<file path="config.mk">
export PLATFORM = sky130hd
export DESIGN_NAME = lsu_mem_initiator_flat
export DESIGN_NICKNAME = d
export VERILOG_FILES = /design/src/rtl/lsu_pkg.sv /design/src/rtl/lsu_mem_initiator_if.sv /design/src/rtl/lsu_align.sv /design/src/rtl/lsu_mem_initiator.sv /design/src/flat_wrapper.sv
export SDC_FILE = /design/constraint.sdc
export NUM_CORES = 1
export LEC_CHECK = 0
export ABC_CLOCK_PERIOD_IN_PS = 7500
export CORE_ASPECT_RATIO = 1.25
export CORE_MARGIN = 2
export CORE_UTILIZATION = 53
export DETAILED_ROUTE_END_ITERATION = 8
export GPL_ROUTABILITY_DRIVEN = 0
export HOLD_SLACK_MARGIN = 0.1
export PLACE_DENSITY = 0.82
export REMOVE_ABC_BUFFERS = 1
export SYNTH_ARGS = -nofsm -noshare
export SYNTH_HDL_FRONTEND = slang
export SYNTH_SLANG_ARGS = --single-unit
</file>
<file path="constraint.sdc">
create_clock -name clk -period 7.5 [get_ports clk]
set_clock_uncertainty 0.2 [all_clocks]
set_input_delay 1.125 -clock clk [delete_from_list [all_inputs] [get_ports clk]]
set_output_delay 1.125 -clock clk [all_outputs]
set_load 0.02 [all_outputs]
</file>
<file path="src/rtl/lsu_pkg.sv">
// Shared types and helpers for the load/store initiator: addressing modes,
// FSM state encoding and per-mode access size / byte-enable pattern.
package lsu_pkg;

    typedef enum logic [1:0] {
        BYTE = 2'b00,
        HALF = 2'b01,
        WORD = 2'b10,
        NONE = 2'b11
    } addr_mode_e;

    typedef logic [2:0] lsu_state_e;

    localparam lsu_state_e S_IDLE  = 3'd0;
    localparam lsu_state_e S_REQ0  = 3'd1;
    localparam lsu_state_e S_WAIT0 = 3'd2;
    localparam lsu_state_e S_REQ1  = 3'd3;
    localparam lsu_state_e S_WAIT1 = 3'd4;
    localparam lsu_state_e S_DONE  = 3'd5;

    function automatic logic [2:0] size_from_mode(input addr_mode_e mode);
        case (mode)
            BYTE:    return 3'd1;
            HALF:    return 3'd2;
            default: return 3'd4;
        endcase
    endfunction

    function automatic logic [3:0] be_full(input addr_mode_e mode);
        case (mode)
            BYTE:    return 4'b0001;
            HALF:    return 4'b0011;
            default: return 4'b1111;
        endcase
    endfunction

endpackage

</file>
<file path="src/rtl/lsu_mem_initiator_if.sv">
// Word-wide data-memory bus with req/gnt/rvalid handshake.
interface lsu_mem_initiator_if #(
    parameter int DATA_WIDTH = 32,
    parameter int BE_WIDTH   = DATA_WIDTH / 8
) ();
    logic                  mem_req;
    logic                  mem_we;
    logic [DATA_WIDTH-1:0] mem_addr;
    logic [BE_WIDTH-1:0]   mem_be;
    logic [DATA_WIDTH-1:0] mem_wdata;
    logic                  mem_gnt;
    logic                  mem_rvalid;
    logic [DATA_WIDTH-1:0] mem_rdata;

    modport master (
        output mem_req, mem_we, mem_addr, mem_be, mem_wdata,
        input  mem_gnt, mem_rvalid, mem_rdata
    );

    modport slave (
        input  mem_req, mem_we, mem_addr, mem_be, mem_wdata,
        output mem_gnt, mem_rvalid, mem_rdata
    );
endinterface

</file>
<file path="src/rtl/lsu_align.sv">
// Lane alignment: byte enables and shifted store data for both halves of a
// (possibly split) access, plus load-data extraction and extension.
module lsu_align
    import lsu_pkg::*;
(
    input  addr_mode_e  mode,
    input  logic [1:0]  off,
    input  logic        zext,
    input  logic [31:0] wd,
    input  logic [31:0] rdata_lo,
    input  logic [31:0] rdata_hi,
    output logic        split,
    output logic [3:0]  be0,
    output logic [3:0]  be1,
    output logic [31:0] wdata0,
    output logic [31:0] wdata1,
    output logic [31:0] rd
);
    logic [3:0]  end_s;
    logic [7:0]  be_wide_s;
    logic [63:0] wdata_wide_s;
    logic [63:0] rdata_shift_s;
    logic        sign_s;

    // The upper half of each widened shift is exactly the second-word lane image.
    always_comb begin
        end_s         = {2'b00, off} + {1'b0, size_from_mode(mode)};
        split         = (end_s > 4'd4);
        be_wide_s     = {4'b0000, be_full(mode)} << off;
        wdata_wide_s  = {32'h0000_0000, wd} << {off, 3'b000};
        rdata_shift_s = {rdata_hi, rdata_lo} >> {off, 3'b000};
        be0           = be_wide_s[3:0];
        be1           = be_wide_s[7:4];
        wdata0        = wdata_wide_s[31:0];
        wdata1        = wdata_wide_s[63:32];
        case (mode)
            BYTE: begin
                sign_s = ~zext & rdata_shift_s[7];
                rd     = {{24{sign_s}}, rdata_shift_s[7:0]};
            end
            HALF: begin
                sign_s = ~zext & rdata_shift_s[15];
                rd     = {{16{sign_s}}, rdata_shift_s[15:0]};
            end
            default: begin
                sign_s = 1'b0;
                rd     = rdata_shift_s[31:0];
            end
        endcase
    end
endmodule

</file>
<file path="src/rtl/lsu_mem_initiator.sv">
// MEM-stage load/store initiator: turns byte/half/word accesses into one or
// two word-aligned req/gnt/rvalid transactions and stalls the core meanwhile.
module lsu_mem_initiator
    import lsu_pkg::*;
#(
    parameter int DATA_WIDTH = 32,
    parameter int BE_WIDTH   = DATA_WIDTH / 8
) (
    input  logic                  clk,
    input  logic                  rst,
    input  logic [DATA_WIDTH-1:0] A,
    input  logic                  WE,
    input  logic                  RE,
    input  logic [2:0]            AddressingControl,
    input  logic [DATA_WIDTH-1:0] WD,
    output logic [DATA_WIDTH-1:0] RD,
    output logic                  Stall,
    lsu_mem_initiator_if.master   mem
);
    lsu_state_e            state_q, state_d;
    logic [DATA_WIDTH-1:0] a_q, a_d, wd_q, wd_d, rdata0_q, rdata0_d, rd_q, rd_d;
    addr_mode_e            mode_q, mode_d;
    logic                  zext_q, zext_d, we_q, we_d;
    logic                  mem_req_q, mem_req_d, mem_we_q, mem_we_d;
    logic [DATA_WIDTH-1:0] mem_addr_q, mem_addr_d, mem_wdata_q, mem_wdata_d;
    logic [BE_WIDTH-1:0]   mem_be_q, mem_be_d;

    logic                  idle_s, split_s;
    addr_mode_e            mode_s;
    logic [1:0]            off_s;
    logic [DATA_WIDTH-1:0] wd_s, rdata_lo_s, rdata_hi_s, wdata0_s, wdata1_s, rd_s;
    logic [BE_WIDTH-1:0]   be0_s, be1_s;

    // In IDLE the aligner sees the live core request so REQ0 can be loaded on entry.
    always_comb begin
        idle_s     = (state_q == S_IDLE);
        mode_s     = idle_s ? addr_mode_e'(AddressingControl[1:0]) : mode_q;
        off_s      = idle_s ? A[1:0] : a_q[1:0];
        wd_s       = idle_s ? WD : wd_q;
        rdata_lo_s = (state_q == S_WAIT1) ? rdata0_q : mem.mem_rdata;
        rdata_hi_s = (state_q == S_WAIT1) ? mem.mem_rdata : {DATA_WIDTH{1'b0}};
        Stall      = (RE | WE) & (state_q != S_DONE);
    end

    lsu_align u_align (
        .mode     (mode_s),
        .off      (off_s),
        .zext     (zext_q),
        .wd       (wd_s),
        .rdata_lo (rdata_lo_s),
        .rdata_hi (rdata_hi_s),
        .split    (split_s),
        .be0      (be0_s),
        .be1      (be1_s),
        .wdata0   (wdata0_s),
        .wdata1   (wdata1_s),
        .rd       (rd_s)
    );

    // Next-state and registered bus outputs; bus fields only change on a transition.
    always_comb begin
        state_d     = state_q;
        a_d         = a_q;
        wd_d        = wd_q;
        mode_d      = mode_q;
        zext_d      = zext_q;
        we_d        = we_q;
        rdata0_d    = rdata0_q;
        rd_d        = rd_q;
        mem_req_d   = mem_req_q;
        mem_we_d    = mem_we_q;
        mem_addr_d  = mem_addr_q;
        mem_be_d    = mem_be_q;
        mem_wdata_d = mem_wdata_q;
        case (state_q)
            S_IDLE: begin
                if ((RE | WE) && (mode_s == NONE)) begin
                    state_d = S_DONE;
                    rd_d    = {DATA_WIDTH{1'b0}};
                end else if (RE | WE) begin
                    state_d     = S_REQ0;
                    a_d         = A;
                    wd_d        = WD;
                    mode_d      = mode_s;
                    zext_d      = AddressingControl[2];
                    we_d        = WE;
                    mem_req_d   = 1'b1;
                    mem_we_d    = WE;
                    mem_addr_d  = {A[DATA_WIDTH-1:2], 2'b00};
                    mem_be_d    = be0_s;
                    mem_wdata_d = wdata0_s;
                end else begin
                    state_d = S_IDLE;
                end
            end
            S_REQ0: begin
                if (mem.mem_gnt && we_q && split_s) begin
                    state_d     = S_REQ1;
                    mem_addr_d  = mem_addr_q + 32'd4;
                    mem_be_d    = be1_s;
                    mem_wdata_d = wdata1_s;
                end else if (mem.mem_gnt) begin
                    state_d   = we_q ? S_DONE : S_WAIT0;
                    mem_req_d = 1'b0;
                end else begin
                    state_d = S_REQ0;
                end
            end
            S_WAIT0: begin
                if (mem.mem_rvalid && split_s) begin
                    rdata0_d    = mem.mem_rdata;
                    state_d     = S_REQ1;
                    mem_req_d   = 1'b1;
                    mem_addr_d  = mem_addr_q + 32'd4;
                    mem_be_d    = be1_s;
                    mem_wdata_d = wdata1_s;
                end else if (mem.mem_rvalid) begin
                    rdata0_d = mem.mem_rdata;
                    rd_d     = rd_s;
                    state_d  = S_DONE;
                end else begin
                    state_d = S_WAIT0;
                end
            end
            S_REQ1: begin
                if (mem.mem_gnt) begin
                    state_d   = we_q ? S_DONE : S_WAIT1;
                    mem_req_d = 1'b0;
                end else begin
                    state_d = S_REQ1;
                end
            end
            S_WAIT1: begin
                if (mem.mem_rvalid) begin
                    rd_d    = rd_s;
                    state_d = S_DONE;
                end else begin
                    state_d = S_WAIT1;
                end
            end
            S_DONE:  state_d = S_IDLE;
            default: state_d = S_IDLE;
        endcase
    end

    // State and output registers; reset abandons any in-flight access.
    always_ff @(posedge clk or posedge rst) begin
        if (rst) begin
            state_q     <= S_IDLE;
            a_q         <= {DATA_WIDTH{1'b0}};
            wd_q        <= {DATA_WIDTH{1'b0}};
            mode_q      <= WORD;
            zext_q      <= 1'b0;
            we_q        <= 1'b0;
            rdata0_q    <= {DATA_WIDTH{1'b0}};
            rd_q        <= {DATA_WIDTH{1'b0}};
            mem_req_q   <= 1'b0;
            mem_we_q    <= 1'b0;
            mem_addr_q  <= {DATA_WIDTH{1'b0}};
            mem_be_q    <= {BE_WIDTH{1'b0}};
            mem_wdata_q <= {DATA_WIDTH{1'b0}};
        end else begin
            state_q     <= state_d;
            a_q         <= a_d;
            wd_q        <= wd_d;
            mode_q      <= mode_d;
            zext_q      <= zext_d;
            we_q        <= we_d;
            rdata0_q    <= rdata0_d;
            rd_q        <= rd_d;
            mem_req_q   <= mem_req_d;
            mem_we_q    <= mem_we_d;
            mem_addr_q  <= mem_addr_d;
            mem_be_q    <= mem_be_d;
            mem_wdata_q <= mem_wdata_d;
        end
    end

    assign RD            = rd_q;
    assign mem.mem_req   = mem_req_q;
    assign mem.mem_we    = mem_we_q;
    assign mem.mem_addr  = mem_addr_q;
    assign mem.mem_be    = mem_be_q;
    assign mem.mem_wdata = mem_wdata_q;
endmodule

</file>
<file path="src/flat_wrapper.sv">
// flat-port wrapper written by rule: the top's interface ports become plain ports
module lsu_mem_initiator_flat import lsu_pkg::*;
#(
    parameter int DATA_WIDTH = 32,
    parameter int BE_WIDTH   = DATA_WIDTH / 8
)
  (clk, rst, A, WE, RE, AddressingControl, WD, RD, Stall, mem_mem_req, mem_mem_we, mem_mem_addr, mem_mem_be, mem_mem_wdata, mem_mem_gnt, mem_mem_rvalid, mem_mem_rdata);
  lsu_mem_initiator_if #(.DATA_WIDTH(DATA_WIDTH), .BE_WIDTH(BE_WIDTH)) mem_i ();
  input  logic clk;
  input  logic rst;
  input  logic [DATA_WIDTH-1:0] A;
  input  logic WE;
  input  logic RE;
  input  logic [2:0] AddressingControl;
  input  logic [DATA_WIDTH-1:0] WD;
  output logic [DATA_WIDTH-1:0] RD;
  output logic Stall;
  output wire logic [$bits(mem_i.mem_req)-1:0] mem_mem_req;
  output wire logic [$bits(mem_i.mem_we)-1:0] mem_mem_we;
  output wire logic [$bits(mem_i.mem_addr)-1:0] mem_mem_addr;
  output wire logic [$bits(mem_i.mem_be)-1:0] mem_mem_be;
  output wire logic [$bits(mem_i.mem_wdata)-1:0] mem_mem_wdata;
  input wire logic [$bits(mem_i.mem_gnt)-1:0] mem_mem_gnt;
  input wire logic [$bits(mem_i.mem_rvalid)-1:0] mem_mem_rvalid;
  input wire logic [$bits(mem_i.mem_rdata)-1:0] mem_mem_rdata;
  assign mem_mem_req = mem_i.mem_req;
  assign mem_mem_we = mem_i.mem_we;
  assign mem_mem_addr = mem_i.mem_addr;
  assign mem_mem_be = mem_i.mem_be;
  assign mem_mem_wdata = mem_i.mem_wdata;
  assign mem_i.mem_gnt = mem_mem_gnt;
  assign mem_i.mem_rvalid = mem_mem_rvalid;
  assign mem_i.mem_rdata = mem_mem_rdata;
  lsu_mem_initiator #(.DATA_WIDTH(DATA_WIDTH), .BE_WIDTH(BE_WIDTH)) u_core (.clk(clk), .rst(rst), .A(A), .WE(WE), .RE(RE), .AddressingControl(AddressingControl), .WD(WD), .RD(RD), .Stall(Stall), .mem(mem_i));
endmodule
</file>
==> results.ini, run 1 <==
[min_path]
holdCritPathClass = reg -> reg
hold_start = u_core.mem.mem_be[1]$_DFFE_PP0P_

[critical_path]
required_ns = 7.55
start_kind = input port
rr_startpoint = u_core.state_q[0]$_DFF_PP0_
rrSetupSlack_ns = 2.20
cp_max_fo = 91
end_kind = flop
cp.arrival_ns = 5.51
critical_path.startpoint = AddressingControl[1]
crit_type = in -> reg

[cells_and_area]
nets = 1363
design_area_um2 = 13200
seq_area_um2 = 4307
drive_above_1_share = 0.1431
fill_cells = 1524
multi_input_area_um2 = 5705
area_delta_synth_final_pct = 26.78

[timing]
post-route-period-util = 0.7278
fin_crit_ns = 5.459
rsz0062_at_grt = no
tightest_slew_ns = 1.158
hold_viol = 0
max_clock_freq_mhz = 183.2
slew_violations = 0
relSlewSlack = 0.2209
finalSetupViolations = 0
finalSetupTns_ns = 0

[place]
placed_area_um2 = 12540
io_buffers = 205
dpl.hpwl_mm = 20.42

[synthesis]
synthFlopType = dfrtp_1
synth.distinct_cells = 72
synth_edf_count = 0
synth_warnings = 0
syn_area_um2 = 10410
async_flop_share = 1.000
yosysSeqAreaShare = 0.4135
netlist_instances = 1102
ys_ff_latch = 172
syn_area_per_cell_um2 = 9.449

[clock_network]
cts_tree = yes
clk_pin_slew_ns = 0.06
htreeDepth = 4
cts-root-buf = clkbuf_16
worstSkewPairLatency_ns = 0.44
hold_buffers = 0
ctsResizeCount = 0
numCtsBuffers = 17
cts_sinks = 172
clock_path_buffers = 2
cts_setup_buffers = 0

[flow_run]
drv_cap = 0

[power]
p_leak_nw = 5.410
powerDensity_nw_per_um2 = 507.8
ir_drop_mv = 0.4164

[drt]
vias = 9532
drt_iter0_markers = 794
viasPerCell = 6.222
firstDrtPassIters = 5
wirelength_mm = 31.14
drc = 0
wl_per_cell_um = 20.33
drt.antenna.violating_nets = 0

[global_routing]
grt_pass1_wl_mm = 48.98
grt_max_degree = 97
grt_usage = 0.2994
antenna_found_initial = 2
grt_pass1_vias = 9359
overflow = 0

[floorplan]
die_w_um = 129.4
core_area_um2 = 19330
rows = 57
ioPinCount = 208
initial_utilization = 0.5387
die_h_um = 160.7
die-area_um2 = 20790

[status]
status = finished, final reports clean

[flip-flops by register name (all words and copies together), names as in the netlist]
signal	cells
u_core.a_q	2
u_core.zext_q	1
u_core.mem.mem_req	1
u_core.state_q	3
u_core.mem.mem_wdata	32
u_core.we_q	1
u_core.rdata0_q	32
u_core.wd_q	32
u_core.mem.mem_addr	30
u_core.mem.mem_be	4
u_core.RD	32
u_core.mode_q	2
[cell families after synthesis]
| logic type | Yosys count | share of synthesized area |
|---|---|---|
| mux | 182 | 0.1865 |
| flops | 172 | 0.4135 |
| compound gates | 314 | 0.2032 |
| xor+xnor | 3 | 0.002524 |
| simple gates | 327 | 0.1440 |
| fa+ha+maj | 5 | 0.006729 |
| buf+inv | 98 | 0.04326 |
| other cells | 1 | 0.0003601 |
[cells in the mapped netlist (all sizes together), types with 3 or more instances]
library cell  instances  share of area
a2bb2oi               8         0.0067
and3                 12         0.0072
o221a                14          0.015
nor3                 25          0.014
o22a                  4         0.0034
a21oi                97          0.049
inv                  10         0.0036
ha                    4         0.0048
o22ai                16         0.0096
buf                  43          0.023
a221oi                8         0.0067
a22o                  3         0.0025
a32o                  8         0.0077
and4                  3         0.0025
dfrtp               171           0.41
nand4                 4         0.0024
a31oi                 8         0.0048
o221ai               10         0.0084
o31a                  3         0.0025
nand3                29          0.014
nand2b                6         0.0036
nor4                  3         0.0024
a211oi               10         0.0072
or3                   3         0.0018
o21ai                78          0.041
nor2                 81          0.029
o31ai                10         0.0072
o211ai                8         0.0058
a32oi                 9         0.0076
nand2               138          0.050
mux2i                89          0.086
a22oi                 9         0.0065
clkbuf               45          0.016
mux2                 93           0.10
nor2b                14         0.0084
o21a                  3         0.0022
[through the flow]
stage | setup slack [ns] | total power, W | utilization | std cells | hold WS [ns]
2_1_floorplan | 0.4235 | 0.004316 | - | 1015 | 0.2579
3_3_place_gp | 1.825 | 0.005542 | 0.6487 | 1499 | 0.2548
3_5_place_dp | 1.727 | 0.005654 | 0.6487 | 1499 | 0.2692
4_1_cts | 2.122 | 0.006665 | 0.6828 | 1530 | 0.2843
5_1_grt | 1.799 | 0.007117 | 0.6828 | 1530 | 0.3057
6_report | 2.041 | 0.006704 | 0.6830 | 1532 | 0.2809
[per-layer routing]
metal / vias to the layer above / GRT usage / part of all wire
li1: 4362 / - / -
met1: 4621 / 0.3814 / 0.39
met2: 471 / 0.4959 / 0.49
met3: 76 / 0.06562 / 0.093
met4: 2 / 0.1156 / 0.029
met5: - / 0 / 0.00035
[report_power, final]
part / internal [W] / switching, W
Clock: 0.000616 / 0.000375
Sequential: 0.00137 / 0.000378
Combinational: 0.00166 / 0.00231
Total: 0.00364 / 0.00306
[cells in the final DEF (no fill, tap or decap), types with 4 or more instances in the layout]
cell             netlist  final
and3_1                12     12
a22oi_1                9      9
mux2_2                80     80
mux2_1                12     12
inv_1                  8      7
dfrtp_1              171    170
o21ai_0               53     53
a2bb2oi_1              8      8
nand4_1                4      4
clkdlybuf4s50_1        0    204
buf_4                  6     14
o221ai_1              10     10
bufinv_16              0      5
nand2b_1               6      5
a32oi_1                9      9
a32o_1                 8      8
o22a_1                 4      4
o21ai_1               16     15
nor3_1                23     23
clkbuf_16              0     17
o22ai_1               16     16
mux2i_1               89     88
o31ai_1               10     10
o211ai_1               8      8
nor2b_1               14     13
o221a_2               14     14
a211oi_1              10     10
a21oi_1               91     91
a21oi_2                6      5
a31oi_1                8      8
nor2_1                80     78
o21ai_2                9     10
a221oi_1               8      8
nand3_1               28     28
ha_1                   4      4
nand2_1              136    136
[layout make-up]
type / instances / share of cell area
inverter: 10 / 0.003222
tap: 265 / 0.02512
sequential: 172 / 0.3262
multi-input combinational: 833 / 0.4322
clock inverter: 10 / 0.01422
antenna: 2 / 0.0003791
clock buffer: 21 / 0.03564
timing repair buffer: 219 / 0.1630
[worst max-delay path: stages]
cell and delay, ns:
clkdlybuf4s50_1 0.63, or4b_1 0.50, nand2_1 0.67, a21oi_1 0.19
fa_1 0.52, o21ai_0 0.24, nand3_1 0.15, a31oi_1 0.33
or2_2 0.17, buf_4 0.66, o21ai_0 0.29
[path summary, 6_finish.rpt]
kind | end | cells past startpoint
max in group asynchronous | u_core.mem.mem_wdata[4]$_DFFE_PP0P_ | 3
worst min register to register | u_core.mem.mem_be[1]$_DFFE_PP0P_ | 2
worst max register to register | u_core.mem.mem_wdata[4]$_DFFE_PP0P_ | 11
worst min-delay path | u_core.mem.mem_be[1]$_DFFE_PP0P_ | 2
min in group asynchronous | u_core.wd_q[4]$_DFFE_PP0P_ | 2
worst max-delay path | u_core.mem.mem_wdata[4]$_DFFE_PP0P_ | 11
(Power assumes the default switching activity.)
==> run 2, diff against run 1 <==
--- a/config.mk
+++ b/config.mk
@@ -5,7 +5,7 @@
 export SDC_FILE = /design/constraint.sdc
 export NUM_CORES = 1
 export LEC_CHECK = 0
-export ABC_CLOCK_PERIOD_IN_PS = 7500
+export ABC_CLOCK_PERIOD_IN_PS = 5650
 export CORE_ASPECT_RATIO = 1.25
 export CORE_MARGIN = 2
 export CORE_UTILIZATION = 53
==> constraint.sdc (replaced) <==
create_clock -name clk -period 5.65 [get_ports clk]
set_clock_uncertainty 0.2 [all_clocks]
set_input_delay 0.8475 -clock clk [delete_from_list [all_inputs] [get_ports clk]]
set_output_delay 0.8475 -clock clk [all_outputs]
set_load 0.02 [all_outputs]
==> run 2 against run 1 <==
Global-route usage is essentially flat. Final cell count up 0.39%. Highest routed layer unchanged. First-iteration DRC count down 14%. Wire length down 0.17%. Hold slack got worse by 0.0047 ns. Sequential cell count unchanged. Largest cell class unchanged. Clock power increased by 23%. Critical path depth up 2. Cell area rose by 0.16%. Sequential share of layout area down 0.053 points. Sequential power grew 32%.
==> results.ini, run 2 (synthesized netlist as in run 1, its figures left out) <==
[global_routing]
gr-usage-met1 = 0.3697  ; was 0.3814
grt_pass1_wl_mm = 48.93  ; was 48.98 mm
overflow = 0  ; unchanged
grt_usage = 0.2989  ; was 0.2994
grt_util_met2 = 0.5041  ; was 0.4959
grt_max_degree = 100  ; was 97
grt_util_met3 = 0.06296  ; was 0.06562
grt_most_used_layer = met2  ; unchanged
antenna_found_initial = 1  ; was 2
grt_pass1_vias = 9460  ; was 9359

[clock_network]
numCtsBuffers = 17  ; unchanged
cts_sinks = 172  ; unchanged
htreeDepth = 4  ; unchanged
ctsResizeCount = 0  ; unchanged
cts_tree = yes  ; unchanged
cts-root-buf = clkbuf_16  ; unchanged
hold_buffers = 0  ; unchanged
cts_setup_buffers = 0  ; unchanged
worstSkewPairLatency_ns = 0.43  ; was 0.44 ns
clk_pin_slew_ns = 0.07  ; was 0.06 ns
clock_path_buffers = 2  ; unchanged

[floorplan]
rows = 57  ; unchanged
initial_utilization = 0.5387  ; unchanged
core_area_um2 = 19330  ; unchanged
die-area_um2 = 20790  ; unchanged
ioPinCount = 208  ; unchanged
die_w_um = 129.4  ; unchanged
die_h_um = 160.7  ; unchanged

[power]
powerDensity_nw_per_um2 = 670.5  ; was 507.8 nW/um^2
power_w = 0.008866  ; was 0.006704 W
p_leak_nw = 5.431  ; was 5.410 nW
ir_drop_mv = 0.3113  ; was 0.4164 mV

[min_path]
hold_depth = 2  ; unchanged
holdCritPathClass = reg -> reg  ; unchanged

[drt]
drc = 0  ; unchanged
drt_iter0_markers = 682  ; was 794
firstDrtPassIters = 5  ; unchanged
vias = 9542  ; was 9532
viasPerCell = 6.204  ; was 6.222
wirelength_mm = 31.09  ; was 31.14 mm
drt.antenna.violating_nets = 0  ; unchanged
wl_per_cell_um = 20.21  ; was 20.33 um

[critical_path]
crit_chain = or3_2 -> nor3_1 -> nor2_1 -> inv_1 -> ha_1 -> fa_1 -> o21ai_0 -> nand3_1 -> a31oi_1 -> or2_2 -> buf_12 -> a21oi_1 -> o22a_1  ; was clkdlybuf4s50_1 -> or4b_1 -> nand2_1 -> a21oi_1 -> fa_1 -> o21ai_0 -> nand3_1 -> a31oi_1 -> or2_2 -> buf_4 -> o21ai_0
cpPeakStageDelay_ns = 0.81  ; was 0.67 ns
required_ns = 5.77  ; was 7.55 ns
cp.arrival_ns = 4.93  ; was 5.51 ns
cp.depth = 13  ; was 11
start_kind = flop  ; was input port
path_delay_family = simple AND/OR/NAND/NOR gates  ; unchanged
crit_path_top_delay_cell = or3_2  ; was nand2_1
cp.buffers_inverters = 2  ; unchanged
cp_max_fo = 56  ; was 91
rr_worst_depth = 13  ; was 11
end_kind = flop  ; unchanged
crit_type = reg -> reg  ; was in -> reg

[timing]
tightest_slew_ns = 1.275  ; was 1.158 ns
hold_viol = 0  ; unchanged
fin_crit_ns = 4.804
slew_violations = 0  ; unchanged
post-route-period-util = 0.8502
finalSetupTns_ns = 0  ; unchanged
finalSetupViolations = 0  ; unchanged
hold-worst-slack_ns = 0.2762  ; was 0.2809 ns
rsz0062_at_grt = no  ; unchanged
max_clock_freq_mhz = 208.2
relSlewSlack = 0.1424  ; was 0.2209

[cells_and_area]
drive_above_1_share = 0.1485  ; was 0.1431
fill_cells = 1512  ; was 1524
mostFrequentLayoutCell = clkdlybuf4s50_1  ; unchanged
nets = 1370  ; was 1363
final_cell_mix = clkdlybuf4s50_1, dfrtp_1, nand2_1  ; unchanged
fin_util = 0.6841  ; was 0.6830
num_antenna_cells = 0  ; was 2
area_delta_synth_final_pct = 26.99  ; was 26.78%
design_area_um2 = 13220  ; was 13200 um^2

[place]
placed_area_um2 = 12600  ; was 12540 um^2
io_buffers = 205  ; unchanged
dpl.hpwl_mm = 20.89  ; was 20.42 mm

[flow_run]
drv_cap = 0  ; unchanged

[status]
status = finished, final reports clean  ; unchanged

[run 2: cell types whose count changed in the layout (fill, tap and decap cells not counted), sizes merged]
cell and change:
buf +7, bufinv -2, clkbuf -1, clkinv +2, diode -2, inv +2
[run 2: worst min-delay path, cell delays in order, from the launching register on]
cell	delay (ns)
dfrtp_1	0.34
nand2_1	0.05
o31ai_1	0.05
[run 2: final timing paths]
kind	slack [ns]	start	endpoint
max in group asynchronous	3.25	rst	u_core.rdata0_q[15]$_DFFE_PP0P_
min in group asynchronous	0.80	rst	u_core.RD[17]$_DFFE_PP0P_
min	0.28	u_core.mem.mem_wdata[29]$_DFFE_PP0P_	u_core.mem.mem_wdata[29]$_DFFE_PP0P_
min reg2reg	0.28	u_core.mem.mem_wdata[29]$_DFFE_PP0P_	u_core.mem.mem_wdata[29]$_DFFE_PP0P_
max reg2reg	0.85	u_core.state_q[0]$_DFF_PP0_	u_core.mem.mem_addr[9]$_DFFE_PP0P_
max	0.85	u_core.state_q[0]$_DFF_PP0_	u_core.mem.mem_addr[9]$_DFFE_PP0P_
[run 2: power breakdown]
part | switching (W) | internal, W | total, W | leakage (nW)
combinational | 0.00310 | 0.00224 | 0.00534 | 3.03
clock | 0.000500 | 0.000724 | 0.00122 | 0.297
sequential | 0.000488 | 0.00181 | 0.00230 | 2.11
total | 0.00409 | 0.00478 | 0.00887 | 5.43
[run 2: per-stage QoR]
step,cells,worst slack [ns]
final,1538,0.8463
after global routing,1538,0.5236
after CTS,1538,0.8962
after detailed placement,1506,0.7358
after global placement,1506,0.8766
after floorplan,1015,-1.426
[run 2: final cells by class]
| class | count | area (um^2) | area share |
|---|---|---|---|
| Multi-Input combinational cell | 833 | 5705 | 0.4315 |
| Sequential cell | 172 | 4307 | 0.3257 |
| Clock buffer | 20 | 456.7 | 0.03454 |
| Clock inverter | 12 | 162.7 | 0.01230 |
| Tap cell | 265 | 331.6 | 0.02508 |
| Inverter | 10 | 42.54 | 0.003217 |
| Timing Repair Buffer | 226 | 2217 | 0.1677 |
[run 2: metal layers]
layer  vias to the layer above  share of wire
li1                       4381              -
met1                      4629           0.38
met2                       457           0.49
met3                        73          0.091
met4                         2          0.031
met5                         -        0.00042
==> run 3, diff against run 2 <==
--- a/config.mk
+++ b/config.mk
@@ -5,14 +5,14 @@
 export SDC_FILE = /design/constraint.sdc
 export NUM_CORES = 1
 export LEC_CHECK = 0
-export ABC_CLOCK_PERIOD_IN_PS = 5650
+export ABC_CLOCK_PERIOD_IN_PS = 5600
 export CORE_ASPECT_RATIO = 1.25
 export CORE_MARGIN = 2
-export CORE_UTILIZATION = 53
+export CORE_UTILIZATION = 57
 export DETAILED_ROUTE_END_ITERATION = 8
 export GPL_ROUTABILITY_DRIVEN = 0
 export HOLD_SLACK_MARGIN = 0.1
-export PLACE_DENSITY = 0.82
+export PLACE_DENSITY = 0.87
 export REMOVE_ABC_BUFFERS = 1
 export SYNTH_ARGS = -nofsm -noshare
 export SYNTH_HDL_FRONTEND = slang
==> constraint.sdc (replaced) <==
create_clock -name clk -period 5.6 [get_ports clk]
set_clock_uncertainty 0.2 [all_clocks]
set_input_delay 0.84 -clock clk [delete_from_list [all_inputs] [get_ports clk]]
set_output_delay 0.84 -clock clk [all_outputs]
set_load 0.02 [all_outputs]
==> run 3 against run 2 <==
Setup slack worse by 0.13 ns. Largest cell class unchanged. Count of clock-buffer cells in the layout unchanged. Final cell count down 2.5%. Largest power group unchanged.
==> results.ini, run 3 (synthesized netlist as in run 1, its figures left out) <==
[drt]
wl_per_cell_um = 21.00  ; was 20.21 um
viasPerCell = 6.505  ; was 6.204
drt_iter0_markers = 818  ; was 682
firstDrtPassIters = 5  ; unchanged
drt.antenna.violating_nets = 0  ; unchanged
drc = 0  ; unchanged
wirelength_mm = 31.50  ; was 31.09 mm
vias = 9758  ; was 9542

[flow_run]
drv_cap = 0  ; unchanged

[min_path]
holdCritPathClass = reg -> reg  ; unchanged

[power]
switching_share = 0.4636  ; was 0.4609
p_int_w = 0.004825  ; was 0.004780 W
combPwrFrac = 0.601  ; was 0.602
power_w = 0.008995  ; was 0.008866 W
power_frac_seq = 0.259  ; was 0.260
power_switching_w = 0.004170  ; was 0.004086 W
power_frac_clock = 0.140  ; was 0.138
p_leak_nw = 5.437  ; was 5.431 nW
ir_drop_mv = 0.3465  ; was 0.3113 mV
powerDensity_nw_per_um2 = 682.6  ; was 670.5 nW/um^2

[critical_path]
endpoint = u_core.mem.mem_addr[28]$_DFFE_PP0P_  ; was u_core.mem.mem_addr[9]$_DFFE_PP0P_
rr_worst_depth = 11  ; was 13
required_ns = 5.72  ; was 5.77 ns
cp.arrival_ns = 5.01  ; was 4.93 ns
rrSetupSlack_ns = 0.72  ; was 0.85 ns
rr_startpoint = u_core.state_q[0]$_DFF_PP0_  ; unchanged
critical_path.startpoint = u_core.state_q[0]$_DFF_PP0_  ; unchanged
rr_endpoint = u_core.mem.mem_addr[28]$_DFFE_PP0P_  ; was u_core.mem.mem_addr[9]$_DFFE_PP0P_
cp_max_fo = 58  ; was 56
crit_type = reg -> reg  ; unchanged
start_kind = flop  ; unchanged
end_kind = flop  ; unchanged

[timing]
fin_crit_ns = 4.884  ; was 4.804 ns
rsz0062_at_grt = no  ; unchanged
finalSetupViolations = 0  ; unchanged
slew_violations = 0  ; unchanged
hold-worst-slack_ns = 0.2752  ; was 0.2762 ns
hold_viol = 0  ; unchanged
relSlewSlack = 0.3226  ; was 0.1424
post-route-period-util = 0.8721  ; was 0.8502
worst_slack_ns = 0.7162  ; was 0.8463 ns
max_clock_freq_mhz = 204.8  ; was 208.2 MHz
tightest_slew_ns = 1.016  ; was 1.275 ns

[clock_network]
clk_pin_slew_ns = 0.06  ; was 0.07 ns
cts-root-buf = clkbuf_16  ; unchanged
numCtsBuffers = 17  ; unchanged
cts_sinks = 172  ; unchanged
htreeDepth = 4  ; unchanged
cts_tree = yes  ; unchanged
cts_setup_buffers = 0  ; unchanged
hold_buffers = 0  ; unchanged
ctsResizeCount = 0  ; unchanged
worstSkewPairLatency_ns = 0.44  ; was 0.43 ns
clock_path_buffers = 2  ; unchanged

[cells_and_area]
final_cell_mix = clkdlybuf4s50_1, dfrtp_1, nand2_1  ; unchanged
drive_above_1_share = 0.1486  ; was 0.1485
seq_area_um2 = 4307  ; unchanged
multi_input_area_um2 = 5705  ; unchanged
nets = 1369  ; was 1370
mostFrequentLayoutCell = clkdlybuf4s50_1  ; unchanged
fin_cells = 1500  ; was 1538
area_delta_synth_final_pct = 26.54  ; was 26.99%
fill_cells = 1323  ; was 1512
num_antenna_cells = 0  ; unchanged

[status]
status = finished, final reports clean  ; unchanged

[floorplan]
initial_utilization = 0.5775  ; was 0.5387
ioPinCount = 208  ; unchanged
core_area_um2 = 18030  ; was 19330 um^2
die_w_um = 124.9  ; was 129.4 um
die-area_um2 = 19370  ; was 20790 um^2
die_h_um = 155.1  ; was 160.7 um
rows = 55  ; was 57

[place]
place_inst = 1468  ; was 1506
post-place-ws_ns = 0.6971  ; was 0.7358 ns
io_buffers = 205  ; unchanged
dpl.hpwl_mm = 20.85  ; was 20.89 mm

[global_routing]
antenna_found_initial = 1  ; unchanged
grt_pass1_wl_mm = 50.04  ; was 48.93 mm
overflow = 0  ; unchanged
grt_max_degree = 111  ; was 100
grt_pass1_vias = 9535  ; was 9460
grt_usage = 0.3225  ; was 0.2989

-- run 3: cell types whose count changed in the layout (fill, tap and decap cells not counted) --
cell        previous run  this run
clkinv_4               4         3
clkbuf_8               2         3
inv_6                  3         4
clkinvlp_4             2         1
clkinv_2               1         2
clkbuf_1               1         0
buf_4                 20        19
-- run 3: worst max-delay path, stage by stage, from the launching register on --
cell and delay [ns]:
dfrtp_1 0.60, or3_2 0.85, mux2_4 0.40, ha_1 0.23, fa_1 0.46, o21ai_0 0.26
nand3_1 0.17, a31oi_1 0.37, or2_2 0.60, buf_12 0.32, a21oi_1 0.07, o22a_1 0.22
-- run 3: final cells by class --
class                           instances  area share
Clock buffer                           20     0.03542
Clock inverter                         12     0.01215
Inverter                               10    0.003229
Multi-Input combinational cell        833      0.4330
Sequential cell                       172      0.3268
Tap cell                              228     0.02165
Timing Repair Buffer                  225      0.1677
-- run 3: stage by stage --
step	area [um^2]	utilization	TNS [ns]
floorplan	10000	-	-136.33
global placement	12550	0.6960	0
detailed placement	12550	0.6960	0
CTS	13180	0.7308	0
global route	13180	0.7308	0
finish	13180	0.7308	0
-- run 3: how the worst min path moves through the flow --
stage	from	endpoint	slack [ns]	depth (start not counted)
5_1_grt	u_core.RD[17]$_DFFE_PP0P_	u_core.RD[17]$_DFFE_PP0P_	0.31	2
3_5_place_dp	u_core.RD[17]$_DFFE_PP0P_	u_core.RD[17]$_DFFE_PP0P_	0.27	2
2_1_floorplan	u_core.wd_q[0]$_DFFE_PP0P_	u_core.wd_q[0]$_DFFE_PP0P_	0.26	1
6_report	u_core.mem.mem_wdata[21]$_DFFE_PP0P_	u_core.mem.mem_wdata[21]$_DFFE_PP0P_	0.28	2
3_3_place_gp	u_core.mem.mem_wdata[26]$_DFFE_PP0P_	u_core.mem.mem_wdata[26]$_DFFE_PP0P_	0.26	2
4_1_cts	u_core.RD[17]$_DFFE_PP0P_	u_core.RD[17]$_DFFE_PP0P_	0.28	2
-- run 3: power by group through the flow --
| stage | logic, W | clock network, W | registers (W) |
|---|---|---|---|
| after global routing | 0.00580 | 0.00133 | 0.00240 |
| after floorplan | 0.00316 | 0 | 0.00262 |
| final | 0.00540 | 0.00126 | 0.00233 |
| after global placement | 0.00516 | 0 | 0.00230 |
| after detailed placement | 0.00530 | 0 | 0.00233 |
| after CTS | 0.00534 | 0.00127 | 0.00232 |
-- run 3: metal layers --
layer  global-route usage  part of all wire  wire [um]
met5                    0                 0          0
met4               0.1497             0.034       1070
met3              0.07393             0.095       2978
met2               0.5444              0.49      15500
met1               0.3954              0.38      11960
